**config.mk**
```make
export PLATFORM = sky130hd
export DESIGN_NAME = mul_seq64
export DESIGN_NICKNAME = d
export VERILOG_FILES = /design/src/rtl/mul_pkg.sv /design/src/rtl/adder64.sv /design/src/rtl/mul_seq64.sv
export SDC_FILE = /design/constraint.sdc
export NUM_CORES = 1
export LEC_CHECK = 0
export ABC_CLOCK_PERIOD_IN_PS = 3100
export BUFFER_PORTS_ARGS = -buffer_cell sky130_fd_sc_hd__buf_2
export CAP_MARGIN = 20
export CORE_UTILIZATION = 51
export DETAILED_ROUTE_END_ITERATION = 8
export PLACE_DENSITY = 0.88
export REMOVE_ABC_BUFFERS = 1
export SYNTH_ARGS = -nofsm -noshare
export SYNTH_HDL_FRONTEND = slang
export SYNTH_SLANG_ARGS = --single-unit
```
**constraint.sdc**
```tcl
create_clock -name clk -period 3.1 [get_ports clk]
set_input_delay 0.31 -clock clk [delete_from_list [all_inputs] [get_ports clk]]
set_output_delay 0.31 -clock clk [all_outputs]
set_load 0.01 [all_outputs]
```
**src/rtl/mul_pkg.sv**
```systemverilog
// Shared constants and FSM state type for the mul_seq64 shift-and-add multiplier.
package mul_pkg;

  // Operand/result width; the datapath is only defined for 64.
  localparam int WIDTH   = 64;
  // Step counter width: must hold the value 64.
  localparam int COUNT_W = 7;

  typedef enum logic [1:0] {
    ST_IDLE = 2'd0,
    ST_RUN  = 2'd1,
    ST_DONE = 2'd2
  } state_t;

endpackage : mul_pkg

```
**src/rtl/adder64.sv**
```systemverilog
// 64-bit adder used for the partial-product accumulate; carry-out is dropped so
// the sum wraps modulo 2^64.
module adder64 (
  input  logic [63:0] A,
  input  logic [63:0] B,
  output logic [63:0] sum
);

  assign sum = A + B;

endmodule : adder64

```
**src/rtl/mul_seq64.sv**
```systemverilog
// Sequential 64x64 -> low-64 multiplier (ARM MUL semantics), one shift-and-add
// step per clock. The low 64 bits of a product do not depend on operand sign,
// so two's complement operands go through the unsigned datapath unchanged.
//
// Build option: define MUL_EARLY_TERM_EN to finish as soon as the remaining
// multiplier bits are all zero. Without it, every multiply takes 64 steps.
module mul_seq64 #(
  parameter int WIDTH = mul_pkg::WIDTH
) (
  input  logic             clk,
  input  logic             reset,
  input  logic             start,
  input  logic [WIDTH-1:0] A,
  input  logic [WIDTH-1:0] B,
  output logic [WIDTH-1:0] result,
  output logic             busy,
  output logic             done
);

  import mul_pkg::*;

  state_t             r_state;
  logic [WIDTH-1:0]   r_prod;
  logic [WIDTH-1:0]   r_mcand;
  logic [WIDTH-1:0]   r_mplier;
  logic [COUNT_W-1:0] r_count;

  logic [WIDTH-1:0]   w_sum;
  logic               w_last_step;
  logic               w_early_stop;

  adder64 u_adder64 (
    .A   (r_prod),
    .B   (r_mcand),
    .sum (w_sum)
  );

  // The step taken while count is 63 is the 64th and final one.
  assign w_last_step = (r_count == COUNT_W'(WIDTH - 1));

`ifdef MUL_EARLY_TERM_EN
  // No multiplier bits left: further steps would add nothing.
  assign w_early_stop = (r_mplier == '0);
`else
  assign w_early_stop = 1'b0;
`endif

  // FSM plus shift-and-add datapath; start is only honoured outside RUN.
  always_ff @(posedge clk) begin
    // NOTE: reset is synchronous and clears the datapath too, so an aborted
    // multiply leaves result at zero rather than a partial product.
    if (reset) begin
      r_state  <= ST_IDLE;
      r_prod   <= '0;
      r_mcand  <= '0;
      r_mplier <= '0;
      r_count  <= '0;
    end else begin
      // NOTE: non-blocking assignments so every register sees the values from
      // before this edge, independent of statement order.
      case (r_state)
        ST_IDLE, ST_DONE: begin
          if (start) begin
            r_mcand  <= A;
            r_mplier <= B;
            r_prod   <= '0;
            r_count  <= '0;
            r_state  <= ST_RUN;
          end else begin
            r_state  <= ST_IDLE;
          end
        end
        ST_RUN: begin
          if (w_early_stop) begin
            r_state <= ST_DONE;
          end else begin
            if (r_mplier[0]) begin
              r_prod <= w_sum;
            end
            r_mcand  <= r_mcand << 1;
            r_mplier <= r_mplier >> 1;
            r_count  <= r_count + 1'b1;
            if (w_last_step) begin
              r_state <= ST_DONE;
            end
          end
        end
        default: r_state <= ST_IDLE;
      endcase
    end
  end

  // Outputs are direct decodes of state and the accumulator.
  assign result = r_prod;
  assign busy   = (r_state == ST_RUN);
  assign done   = (r_state == ST_DONE);

endmodule : mul_seq64
```
==> results of run 1 <==
==> routing by layer <==
metal / track usage, % / part of all wire (%) / routed length, µm
met3: 5.43 / 7.6 / 2480
met1: 35.2 / 42 / 13800
met4: 10.2 / 3.3 / 1090
met2: 45.7 / 47 / 15100
met5: 0 / 0.071 / 23
==> power by group through the flow <==
stage,logic (mW),registers [mW],clock network [mW]
after floorplan,0.492,2.83,0
after global placement,0.755,2.85,0
after detailed placement,0.777,2.85,0
after CTS,0.784,2.80,3.12
after global routing,0.886,2.82,3.22
final,0.802,2.80,3.08
==> worst max path at each step <==
| stage | startpoint | end | slack (ns) | cells after the start |
|---|---|---|---|---|
| after floorplan | r_state[0] | r_count[0] | -8.70 | 4 |
| after global placement | result[6] | result[63] | -0.06 | 11 |
| after detailed placement | result[6] | result[63] | -0.10 | 11 |
| after CTS | r_mcand[40] | result[63] | 0.03 | 10 |
| after global routing | result[1] | result[63] | -0.09 | 11 |
| final | r_mcand[37] | result[63] | 0.06 | 10 |
==> cell type report <==
type | instances | area [µm²] | share of cell area, %
Inverter | 11 | 41.3 | 0.301
Tap cell | 275 | 344 | 2.51
Multi-Input combinational cell | 1108 | 6930 | 50.6
Timing Repair Buffer | 258 | 1480 | 10.8
Clock buffer | 32 | 659 | 4.81
Clock inverter | 9 | 198 | 1.44
Antenna cell | 3 | 7.51 | 0.0548
Sequential cell | 201 | 4030 | 29.4
==> stage by stage <==
stage               setup WS, ns  hold slack [ns]  utilization, %
floorplan                  -8.70            0.379               -
global placement         -0.0636            0.443            59.1
detailed placement        -0.103            0.447            59.1
CTS                       0.0323           0.0388            63.4
global route             -0.0859           0.0462            64.5
finish                    0.0645           0.0573            64.6
==> worst reg2reg max path: cells and delay by family (launching register included) <==
kind | cells | cell delay (ns)
adders and majority gates | 1 | 0.38
and+or+nand+nor | 5 | 1.39
muxes | 2 | 0.53
AOI/OAI and AO/OA | 2 | 0.28
DFF | 1 | 0.33
==> flip-flops by register name, summed over array words and instances, names as in the netlist <==
signal / flops
result: 64
r_state: 2
r_mplier: 64
r_count: 7
r_mcand: 64
==> cells in the final DEF (no fill, tap or decap), types with 5 or more instances in the layout <==
| cell type | n |
|---|---|
| a21o_1 | 25 |
| clkbuf_16 | 23 |
| nand2b_1 | 8 |
| buf_4 | 59 |
| xor2_1 | 26 |
| ha_4 | 7 |
| or3_1 | 8 |
| and2_1 | 5 |
| xnor2_1 | 30 |
| a21oi_1 | 225 |
| dfxtp_2 | 8 |
| inv_1 | 11 |
| a211oi_1 | 6 |
| nor3_1 | 16 |
| o21ai_0 | 59 |
| nand2_1 | 247 |
| o21bai_1 | 9 |
| nor2b_1 | 5 |
| ha_1 | 54 |
| o21a_1 | 16 |
| and4_1 | 5 |
| nor2_1 | 54 |
| and3_1 | 7 |
| bufinv_16 | 6 |
| a22oi_1 | 130 |
| buf_2 | 195 |
| nand4_1 | 21 |
| a31oi_1 | 14 |
| nand3_1 | 45 |
| o21ai_1 | 13 |
| dfxtp_1 | 193 |
| clkbuf_8 | 5 |
==> logic make-up (layout without fill, tap and decap cells) <==
family	after synthesis	in the layout	share of synthesized area, %
AOI/OAI and AO/OA	545	545	30.7
and+or+nand+nor	437	437	17.2
DFF	201	201	36.1
buffers and inverters	113	310	3.85
adders and majority gates	65	65	7.36
xor gates and xnor gates	56	56	4.40
muxes	5	5	0.460
other	0	3	0
==> what timing repair did <==
item,in CTS,in global routing
hold buffers,0,0
setup buffers,2,8
cloned,0,0
endpoints found under the setup margin,1,17
pin swaps,5,17
gates resized for setup,3,42
==> impl_metrics.ini, run 1 <==
[floorplan]
pin_count = 197
chipHeight_um = 150
rows = 53
initial_core_util_pct = 52.6
dieArea_mm2 = 0.0225
fp.dieW_um = 150
core_mm2 = 0.0212

[cells_and_area]
fill_cells = 1788
finalNetCount = 1799
final_cells = 1897
layout-drive-gt1-share_pct = 21.7
finalInstanceArea_mm2 = 0.0137
area_delta_synth_final_pct = 22.8

[drt]
drc = 0
vias = 11400
wl_um = 32500
drt_iter0_markers = 837
ant_nets = 0
drtPass1Iterations = 5
wl_per_cell_um = 17.2
viasPerCell = 6.01

[cts]
clkTransAtPathRegs_ns = 0.06
tritoncts = yes
numCtsBuffers = 23
htreeDepth = 1
clockBufferDepth = 3
clk_latency_ns = 0.52
cts_sinks = 201
cts-root-buf = clkbuf_16

[worst_setup_path]
critPathLaunchType = register
worst_r2r_path_depth = 10
critPathMaxFanout = 6
path_class = reg2reg
cp_top_family = simple AND/OR/NAND/NOR gates
crit_path_top_delay_cell = or4_4
rrSetupSlack_ns = 0.06
max_stage_delay_ns = 0.58
reg2reg_to = result[63]
required_ns = 3.49
critPathArrivalTime_ns = 3.43
path_cells = ha_2 > nand4_1 > nor2_2 > nand3_1 > or3_1 > or4_4 > a21oi_4 > mux2i_1 > o21ai_1 > mux2_1
timing.rr.start = r_mcand[37]
worst-path-buf-inv = 0
critPathCaptureType = register

[synthesis]
avgSynthCellArea_um2 = 7.85
ys_types = 62
async_flop_share_pct = 0
syn_area_mm2 = 0.0112
yosys_most_used_dff = dfxtp_1
synthTopCellsByArea = dfxtp_1, a21oi_1, a22oi_1, nand2_1, ha_1
yosysMostFrequentCell = nand2_1
yosysTopAreaCell = dfxtp_1
synth.yosys.seq_area_share_pct = 36.1
synth_edf_count = 0
synth-seq-cells = 201
yosysTopAreaCellShare_pct = 36.1
synthTopCellsByCount = nand2_1, a21oi_1, dfxtp_1, a22oi_1, clkbuf_1
syn_inst = 1422
synth_warnings = 0

[sta]
fmax_ghz = 0.329
drv_slew = 0
period_share_pct = 97.9
setup_violations = 0
slew_headroom_pct = 36.4
tightestPinTransition_ns = 0.954
finalSetupTns_ns = 0
rsz0062_at_grt = true
hold_violations = 0
finalCriticalPeriod_ns = 3.04
finClkSkew_ns = 0.0113

[outcome]
status = finished clean

[pwr]
power_switching_share_pct = 25.2
leakagePower_nw = 5.67
power_density_mw_per_mm2 = 488
power_frac_seq_pct = 42.0
ir_drop_v = 0.000424
p_sw_mw = 1.68
power_frac_clock_pct = 46.0
combinationalPowerShare_pct = 12.0
intPower_mw = 5.00
power_mw = 6.68

[worst_hold_path]
hp-class = in2reg
hold_start = A[0]
hold_path_end = r_mcand[0]
holdPathStages = 3

[global_routing]
grt_antenna_before_repair = 5
gr-usage-all-layers_pct = 27.5
grt_pass1_wl_um = 50900
overflow = 0
grt_pass1_vias = 10500
grt_start_max_net_pins = 138

[placed_design]
dpl.cell_count = 1843
dp_hpwl_um = 21900
gp_congestion = 0.921
port_buffers = 196
postPlaceCellArea_mm2 = 0.0125

[run]
cap_violations = 0
(Power assumes the default switching activity.)
==> run 2, diff against run 1 <==
--- a/config.mk
+++ b/config.mk
@@ -12,6 +12,7 @@
 export DETAILED_ROUTE_END_ITERATION = 8
 export PLACE_DENSITY = 0.88
 export REMOVE_ABC_BUFFERS = 1
+export SETUP_SLACK_MARGIN = 0.2
 export SYNTH_ARGS = -nofsm -noshare
 export SYNTH_HDL_FRONTEND = slang
 export SYNTH_SLANG_ARGS = --single-unit
==> impl_metrics.ini, run 2 (same netlist as run 1, synthesis figures left out) <==
[cells_and_area]
fill_cells = 1743
finalNetCount = 1810
area_delta_synth_final_pct = 25.1
final_cell_mix = nand2_1, a21oi_1, buf_2
layout-drive-gt1-share_pct = 23.7
final_common_cell = nand2_1
multi_input_area_mm2 = 0.00710
ff_latch_area_mm2 = 0.00404
post-route-util_pct = 65.8

[floorplan]
chipHeight_um = 150
pin_count = 197
dieArea_mm2 = 0.0225
fp.dieW_um = 150
core_mm2 = 0.0212
initial_core_util_pct = 52.6
rows = 53

[global_routing]
grt_pass1_vias = 10700
gr-usage-all-layers_pct = 28.1
grt_start_max_net_pins = 138
grt_pass1_wl_um = 51800
overflow = 0
grt_antenna_before_repair = 5

[drt]
vias = 11600
drt_iter0_markers = 833
ant_nets = 0
wl_per_cell_um = 17.4
drc = 2
viasPerCell = 6.07
wl_um = 33200
drtPass1Iterations = 7

[worst_hold_path]
hold_start = B[63]
hp-class = in2reg

[worst_setup_path]
path_class = reg2reg
timing.rr.start = result[1]
rrSetupSlack_ns = 0.13
critPathCaptureType = register
critPathArrivalTime_ns = 3.37
max_stage_delay_ns = 0.45
worst-path-buf-inv = 0
setup.worst_path.start = result[1]
required_ns = 3.49
path_cells = ha_1 > a21o_1 > and4_4 > o21ai_2 > a2111oi_4 > o21ai_2 > or4_4 > a21oi_4 > mux2i_1 > o21ai_1 > mux2_1
crit_top_cell = o21ai_2
critPathLaunchType = register
critPathMaxFanout = 4
crit_path_top_delay_cell = or4_4
cp_top_family = compound AO/OA/AOI/OAI gates

[sta]
drv_slew = 0
slew_headroom_pct = 36.2
fmax_ghz = 0.336
finClkSkew_ns = 0.0117
tightestPinTransition_ns = 0.958
finalCriticalPeriod_ns = 2.97
setup_violations = 0
period_share_pct = 95.9
rsz0062_at_grt = true
fin_ws_ns = 0.127
hold_violations = 0

[cts]
hold_buffers = 0
cts_sinks = 201
clockBufferDepth = 3
clk_latency_ns = 0.52
tritoncts = yes
numCtsBuffers = 23
cts-root-buf = clkbuf_16
clkTransAtPathRegs_ns = 0.06
htreeDepth = 1

[pwr]
power_mw = 6.69
power_density_mw_per_mm2 = 479
leakagePower_nw = 5.80
ir_drop_v = 0.000424

[outcome]
failed_checks = design-rule violations
status = complete, but fails checks

[placed_design]
port_buffers = 196
preCtsSetupSlack_ns = -0.103
dp_hpwl_um = 21900
gp_congestion = 0.921

[run]
cap_violations = 0
==> run 2: cell type report <==
class	instances	share of cell area [%]
diodes	3	0.0538
clock buffers	32	4.72
clock inverters	9	1.42
inverters	11	0.296
multi-input cells	1108	50.9
flip-flops and latches	201	28.9
well taps	275	2.46
repair buffers	269	11.3
==> run 2: layer usage <==
metal	vias to the layer above	track usage [%]	wire length [µm]
li1	5572	-	-
met1	5420	35.4	13800
met2	510	46.6	15700
met3	80	5.98	2670
met4	4	10.9	1020
met5	-	0	23
==> run 2: worst paths after layout <==
| path | depth (start not counted) | to |
|---|---|---|
| max | 11 | result[63] |
| min | 3 | r_mplier[63] |
| max reg2reg | 11 | result[63] |
| min reg2reg | 2 | r_mplier[1] |
==> run 2: metrics by stage <==
| stage | instance area, µm² | setup TNS (ns) | std cells | hold WS, ns |
|---|---|---|---|---|
| floorplan | 10800 | -1401.62 | 1320 | 0.379 |
| global placement | 12500 | -0.0636 | 1843 | 0.443 |
| detailed placement | 12500 | -0.103 | 1843 | 0.447 |
| CTS | 13700 | 0 | 1900 | 0.0388 |
| global route | 14000 | -0.0152 | 1906 | 0.0462 |
| finish | 14000 | 0 | 1908 | 0.0579 |
==> run 2: worst register-to-register path, cell delays in order, from the launching register on <==
cell	delay [ns]
dfxtp_1	0.33
ha_1	0.29
a21o_1	0.15
and4_4	0.25
o21ai_2	0.09
a2111oi_4	0.37
o21ai_2	0.13
or4_4	0.45
a21oi_4	0.15
mux2i_1	0.20
o21ai_1	0.10
mux2_1	0.32
==> run 2: power by group <==
part,internal [mW],leakage (nW),total (mW),switching [mW]
Combinational,0.316,3.74,0.812,0.496
Clock,1.98,0.417,3.07,1.09
Sequential,2.71,1.65,2.81,0.0947
==> run 2: what timing repair did <==
action | CTS | global route
resized for setup | 42 | 38
buffers inserted | 16 | 5
hold endpoints to repair | 0 | 0
pin swaps | 27 | 25
setup endpoints to repair | 16 | 32
